File: src/rtl/serial_subtractor.sv
`default_nettype none
// ============================================================================
// Module      : serial_subtractor
// Description : Bit-serial subtractor. A single full-subtractor slice and a
//               registered borrow compute {bout, diff} = a - b - bin over
//               WIDTH cycles, LSB first, behind a start/done handshake.
// Revision    : 1.0 - initial release
// ----------------------------------------------------------------------------
// Ports
//   clk    in   1      rising-edge clock
//   rst_n  in   1      asynchronous active-low reset
//   start  in   1      operation request, sampled only while idle
//   a      in   WIDTH  minuend, captured on the accepting edge
//   b      in   WIDTH  subtrahend, captured on the accepting edge
//   bin    in   1      borrow-in, captured with a and b
//   busy   out  1      high while an operation is shifting or completing
//   done   out  1      one-cycle pulse, diff/bout valid from this cycle
//   diff   out  WIDTH  registered difference, held until the next result
//   bout   out  1      registered final borrow-out, held with diff
// ============================================================================
module serial_subtractor #(
  parameter int WIDTH = 8
) (
  input  logic             clk,
  input  logic             rst_n,
  input  logic             start,
  input  logic [WIDTH-1:0] a,
  input  logic [WIDTH-1:0] b,
  input  logic             bin,
  output logic             busy,
  output logic             done,
  output logic [WIDTH-1:0] diff,
  output logic             bout
);

  localparam int CW = $clog2(WIDTH + 1);
  localparam logic [CW-1:0] C_LAST_BIT = CW'(WIDTH - 1);

  typedef enum logic [1:0] {
    IDLE  = 2'd0,
    SHIFT = 2'd1,
    DONE  = 2'd2
  } state_t;

  state_t           state_q, state_d;
  logic [WIDTH-1:0] sa_q, sa_d;
  logic [WIDTH-1:0] sb_q, sb_d;
  logic [WIDTH-1:0] acc_q, acc_d;
  logic [WIDTH-1:0] diff_q, diff_d;
  logic             br_q, br_d;
  logic             bout_q, bout_d;
  logic [CW-1:0]    cnt_q, cnt_d;

  // Full-subtractor slice on the current LSBs and the stored borrow.
  logic slice_x, slice_y, slice_d, slice_b;

  always_comb begin
    slice_x = sa_q[0];
    slice_y = sb_q[0];
    slice_d = slice_x ^ slice_y ^ br_q;
    slice_b = (~slice_x & slice_y) | (~(slice_x ^ slice_y) & br_q);
  end

  always_comb begin
    state_d = state_q;
    sa_d    = sa_q;
    sb_d    = sb_q;
    acc_d   = acc_q;
    br_d    = br_q;
    cnt_d   = cnt_q;
    diff_d  = diff_q;
    bout_d  = bout_q;

    unique case (state_q)
      IDLE: begin
        if (start) begin
          sa_d    = a;
          sb_d    = b;
          br_d    = bin;
          cnt_d   = '0;
          acc_d   = '0;
          state_d = SHIFT;
        end
      end
      SHIFT: begin
        acc_d = {slice_d, acc_q[WIDTH-1:1]};
        sa_d  = sa_q >> 1;
        sb_d  = sb_q >> 1;
        br_d  = slice_b;
        cnt_d = cnt_q + CW'(1);
        // Last bit: publish the full result in the same edge so partial
        // values never reach the outputs.
        if (cnt_q == C_LAST_BIT) begin
          diff_d  = {slice_d, acc_q[WIDTH-1:1]};
          bout_d  = slice_b;
          state_d = DONE;
        end
      end
      DONE: begin
        state_d = IDLE;
      end
      default: begin
        state_d = IDLE;
      end
    endcase
  end

  always_ff @(posedge clk or negedge rst_n) begin
    if (!rst_n) begin
      state_q <= IDLE;
      sa_q    <= '0;
      sb_q    <= '0;
      acc_q   <= '0;
      br_q    <= 1'b0;
      cnt_q   <= '0;
      diff_q  <= '0;
      bout_q  <= 1'b0;
    end else begin
      state_q <= state_d;
      sa_q    <= sa_d;
      sb_q    <= sb_d;
      acc_q   <= acc_d;
      br_q    <= br_d;
      cnt_q   <= cnt_d;
      diff_q  <= diff_d;
      bout_q  <= bout_d;
    end
  end

  assign busy = (state_q != IDLE);
  assign done = (state_q == DONE);
  assign diff = diff_q;
  assign bout = bout_q;

endmodule
`default_nettype wire
File: config.mk
export PLATFORM = sky130hd
export DESIGN_NAME = serial_subtractor
export DESIGN_NICKNAME = d
export VERILOG_FILES = /design/src/rtl/serial_subtractor.sv
export SDC_FILE = /design/constraint.sdc
export NUM_CORES = 1
export LEC_CHECK = 0
export CAP_MARGIN = 5
export CELL_PAD_IN_SITES_DETAIL_PLACEMENT = 1
export CELL_PAD_IN_SITES_GLOBAL_PLACEMENT = 1
export CORE_MARGIN = 2
export CORE_UTILIZATION = 44
export CTS_BUF_LIST = sky130_fd_sc_hd__clkbuf_8 sky130_fd_sc_hd__clkbuf_16
export DETAILED_ROUTE_END_ITERATION = 6
export DONT_BUFFER_PORTS = 1
export GPL_ROUTABILITY_DRIVEN = 0
export PLACE_DENSITY_LB_ADDON = 0.25
export RECOVER_POWER = 100
export SETUP_SLACK_MARGIN = 0.1
export SYNTH_ARGS = -nofsm -noshare
export SYNTH_HDL_FRONTEND = slang
export SYNTH_SLANG_ARGS = --single-unit
File: constraint.sdc
create_clock -name clk -period 1.6 [get_ports clk]
set_clock_uncertainty 0.2 [all_clocks]
set_input_delay 0.4 -clock clk [delete_from_list [all_inputs] [get_ports clk]]
set_output_delay 0.4 -clock clk [all_outputs]
set_load 0.01 [all_outputs]
**Yosys cells after proc, flatten, opt, wreduce, memory -nomap -nowiden**

Cells that the tools add are included.

- Output and inout bits: 11
- Input bits: 20
- Logic and storage cells: 40
- Flip-flop bits (word level): 40

- Equality and inequality tests: 5
- Reduce and logical (&&, ||, !) cells: 6
- Multiplexer cells: 13
- Add/sub/neg operators: 1
- Bitwise logic cells: 7

Operators with widths:

| kind | number |
|---|---|
| one-hot mux 8 bit (2 select lines) | 3 |
| two-way mux 8 bit | 3 |
| one-hot mux 4 bit (2 select lines) | 1 |
| AND reduction 2 bit | 3 |
| adder 4 x 1 -> 4 bit (second input constant) | 1 |
| == test 4 x 3 -> 1 bit (second input constant) | 1 |
| two-way mux 2 bit | 2 |
| two-way mux 4 bit | 1 |
| inequality test 2 bit (second input constant) | 2 |
| one-hot mux 2 bit (2 select lines) | 1 |
| nonzero test 2 bit | 2 |
| AND 1 bit | 2 |
| == test 2 x 1 -> 1 bit (second input constant) | 1 |
| == test 2 bit (second input constant) | 1 |
| logical NOT 2 bit | 1 |
| NOT 1 bit | 2 |
| one-hot mux 1 bit (2 select lines) | 1 |
| bitwise XOR 1 bit | 2 |
| two-way mux 1 bit | 1 |
| bitwise OR 1 bit | 1 |

**Logic depth before layout (Yosys ltp)**

Gate-level depths: netlist of the first run.

- Depth in word-level cells: 5
- Depth in mapped cells: 5
- Gate-level depth less buffers: 4

**Worst setup path before layout of the first run**

No wires, ideal clock.

- Kind: register to output
- Start point: reg state_q[1]
- End point: out busy
- Arrival: 1,067 ps
- Stages on the path, launching flop included: 4
- Required time: 1,000 ps
- Buffers on the path: 2
- Path slack: -67 ps
- Cell sequence: dfrtp_1 buf_2 clkbuf_1 or2_2

- Cells in the longest elaborated chain, start to end: 1

Ends and longest elaborated chain:

| item | RTL line | RTL |
|---|---|---|
| from (decl) | 45 | `state_t state_q, state_d;` |
| from (signal assigned) | 119 | `state_q <= state_d;` |
| nonzero test 2 bit | 130 | `assign busy = (state_q != IDLE);` |
| to (decl) | 30 | `output logic busy,` |

Every way passes these cells.

**Final worst setup path of the first run**

Ends and elaborated chain as after synthesis.

==> results.toml, run 1 <==
[setup_path]
r2r_setup_slack_ns = -0.05
ff2ff_path_depth = 6
worst_path_class_setup = "flip-flop to output pin"
worstPathRequired_ns = 1.00
worst_setup_path_startpoint = "state_q[1]"
slowest_stage = "dfrtp_1"
rr_endpoint = "cnt_q[2]"
endpoint_kind = "output pin"
worstSetupEndpoint = "busy"
cp_top_family = "flip-flops"
critPathBufInv = 1
r2r_start = "state_q[1]"
setup.worst_path.start_class = "flip-flop"
crit_path_max_fanout = 4
max_stage_delay_ns = 0.40
cp_depth = 2
cp.arrival_ns = 1.06
worstPathCellList = "buf_6, or2_4"

[floorplan]
initial_core_util_pct = 47.03
die_width_um = 67.26
die_h_um = 67.26
area_of_the_die_mm2 = 0.004523
ios = 31
core-area_mm2 = 0.003744
floorplan.rows = 22

[pwr]
internal_dissipation_mw = 2.800
sequential_power_share_pct = 40.9
cellPowerDensity_mw_per_mm2 = 2030
power.share.clock_pct = 14.3
p_sw_mw = 1.745
max-vdd-ir-drop_mv = 1.030
cellLeakagePower_nw = 0.9752
p_sw_share_pct = 38.40
power.share.combinational_pct = 44.8

[cells_and_area]
most-common-layout-cells = "dfrtp_1 (38), o21ai_1 (18), nor2b_1 (15)"
antenna_cells = 0
post_layout_nonfiller_instances = 224
finish.net_count = 197
final_design_area_no_fill_mm2 = 0.002238
footprint_of_the_flip_flops_and_latches_um2 = 977.2
layout.filler_cells = 394
drive_above_1_share_pct = 39.77
multiInputGateArea_um2 = 899.6
layout.cells.most_common = "dfrtp_1"
area_delta_synth_final_pct = 27.15

[synth]
yosysTopAreaCellShare_pct = 55.44
ys_top_cells_by_area = "dfrtp_1 (55%), nor2b_1 (6.0%), a22oi_1 (6.0%), mux2_2 (5.8%), o21ai_0 (4.8%)"
ys_types = 24
syn_avg_cell_area_um2 = 11.21
synth_nets = 179
netlist_instances = 157
synth_enable_flop_cells = 0
post_synth_instance_area_mm2 = 0.001760
synth.yosys.seq_area_share_pct = 55.44
ys_ff_latch = 39
synth-main-ff-cell = "dfrtp_1"
synth.largest_area_cell = "dfrtp_1"
synth-async-reset-ratio_pct = 100.0
yosysWarnings = 0

[global_route]
grt_usage_pct = 21.66
grt_first_pass_wirelength_um = 7093
globalRoute.totalOverflow = 0
antenna_violations_before_repair = 0
pin_count_of_the_biggest_net_entering_global_routing = 40
grt_pass1_vias = 1476

[place]
pre_cts_ws_ns = -0.03660
post-place-cells = 208
port_buffers = 0
place_area_mm2 = 0.001887
dp_hpwl_um = 2726

[sta]
timing.max_slew.rel_slack_pct = 80.95
period_minus_slack_ns = 1.655
timing.fmax_mhz = 604.1
postLayoutSetupSlackWorst_ns = -0.05535
slew_viol_final = 0
finalSetupViolCount = 11
worst_hold_slack_ns = -0.4042
worstMarginPinSlew_ns = 0.2858
rsz0062_at_grt = "yes"
report.final.hold_viol_count = 39
layout_worst_path_cycle_share_pct = 103.5

[status]
failing_checks = "negative hold slack, negative setup slack"
status = "finished, violations left"

[routing]
detail_route.wl_per_cell_um = 21.04
detailedRoute.firstIterationViolations = 68
routed_wl_um = 4712
drt_pre_antenna_iters = 4
remaining_drc_errors = 0
met1_length_um = 1938
vias_per_cell = 5.821
wl_met2_um = 2498
ant_nets = 0
route.met3.wl_um = 219
routed-via-count = 1304
maxUsedRoutingLayer = "met4"

[hold_path]
hold_class = "primary input to async pin"

[clock_network]
cts_made_buffers = 5
htree_num_levels = 2
cts.reportedPaths.clkPinSlew_ns = 0.07
clockBufferDepth = 2
worstSkewPairLatency_ns = 0.29
clock-sinks = 39
cts_tree = "done"
clockRootBuffer = "clkbuf_8"

[job]
maxCapViolCount = 0
-- logic make-up (layout without fill, tap and decap cells) --
logic type               count (synthesis)  after routing  share of synthesized area [%]
flip-flops                              39             39                          55.44
adder cells (fa/ha/maj)                  2              2                          1.848
multiplexers                            10             10                          6.326
AO/OA/AOI/OAI                           61             61                          22.03
buffers and inverters                   13             32                          3.127
AND/OR/NAND/NOR                         32             32                          11.23
-- flip-flops by register name (all words and copies together), names as in the netlist --
name     count
acc_q        7
bout         1
br_q         1
cnt_q        4
diff         8
sa_q         8
sb_q         8
state_q      2
-- routing by layer --
metal | global-route usage, % | vias to the layer above
met3 | 6.833 | 5
met1 | 25.27 | 672
li1 | - | 601
met2 | 37.50 | 26
met4 | 7.653 | 0
met5 | 0 | -
-- synthesized netlist by cell type (all sizes together), types with 2 or more instances --
cell type,instances
nor2,2
clkbuf,5
inv,3
nor2b,17
a2bb2oi,3
buf,5
a22oi,14
mux2,9
nand3,3
o21ai,18
nand2,5
a22o,9
dfrtp,39
a21oi,16
-- what timing repair did --
item	in CTS	in global routing
hold endpoints to repair	39	39
setup buffers	3	2
gates resized for setup	25	52
gates cloned	2	1
setup endpoints to repair	25	38
pin swaps	2	18
-- worst min path at each step --
stage               startpoint       end  slack [ns]  cells past startpoint
global route             rst_n  acc_q[7]       -0.42                      0
detailed placement       rst_n   sa_q[7]       -0.09                      0
CTS                      rst_n   sa_q[0]       -0.42                      0
floorplan                rst_n  acc_q[1]        -0.1                      0
global placement         rst_n   sa_q[7]       -0.09                      0
finish                   rst_n   sb_q[2]       -0.40                      0
-- through the flow --
step / hold WS, ns / utilization [%] / setup TNS (ns) / power, mW
detailed placement: -0.09454 / 50.40 / -0.2358 / 3.291
finish: -0.4042 / 59.79 / -0.2955 / 4.545
global placement: -0.09450 / 50.40 / 0 / 3.192
CTS: -0.4199 / 55.01 / -0.1284 / 4.168
floorplan: -0.09559 / - / -0.2077 / 2.780
global route: -0.4222 / 59.79 / -1.289 / 4.857
-- layout make-up --
cell class / instances / area share [%]
multi-input combinational: 105 / 40.19
inverter: 3 / 0.5031
clock buffer: 5 / 3.074
timing repair buffer: 21 / 8.999
clock inverter: 3 / 0.8944
sequential: 39 / 43.66
tap: 48 / 2.683
-- power by group through the flow --
stage	Sequential, mW	Clock (mW)	Combinational (mW)
2_1_floorplan	1.71	0	1.07
3_3_place_gp	1.78	0	1.42
3_5_place_dp	1.80	0	1.49
4_1_cts	1.80	0.679	1.69
5_1_grt	1.91	0.714	2.23
6_report	1.86	0.651	2.04
-- worst register-to-register path, stage by stage, from the launching register on --
cell      delay, ns
dfrtp_1        0.40
buf_6          0.13
buf_4          0.12
buf_6          0.12
o21bai_4       0.17
buf_4          0.17
a22o_1         0.23
Note: power is estimated with default switching activity, not from simulation.
==> run 2: changes to the inputs <==
CTS_CLUSTER_DIAMETER = 50   (was unset)
==> results of run 2 <==
The final DEF is identical to that of run 1; final timing and power are the same.
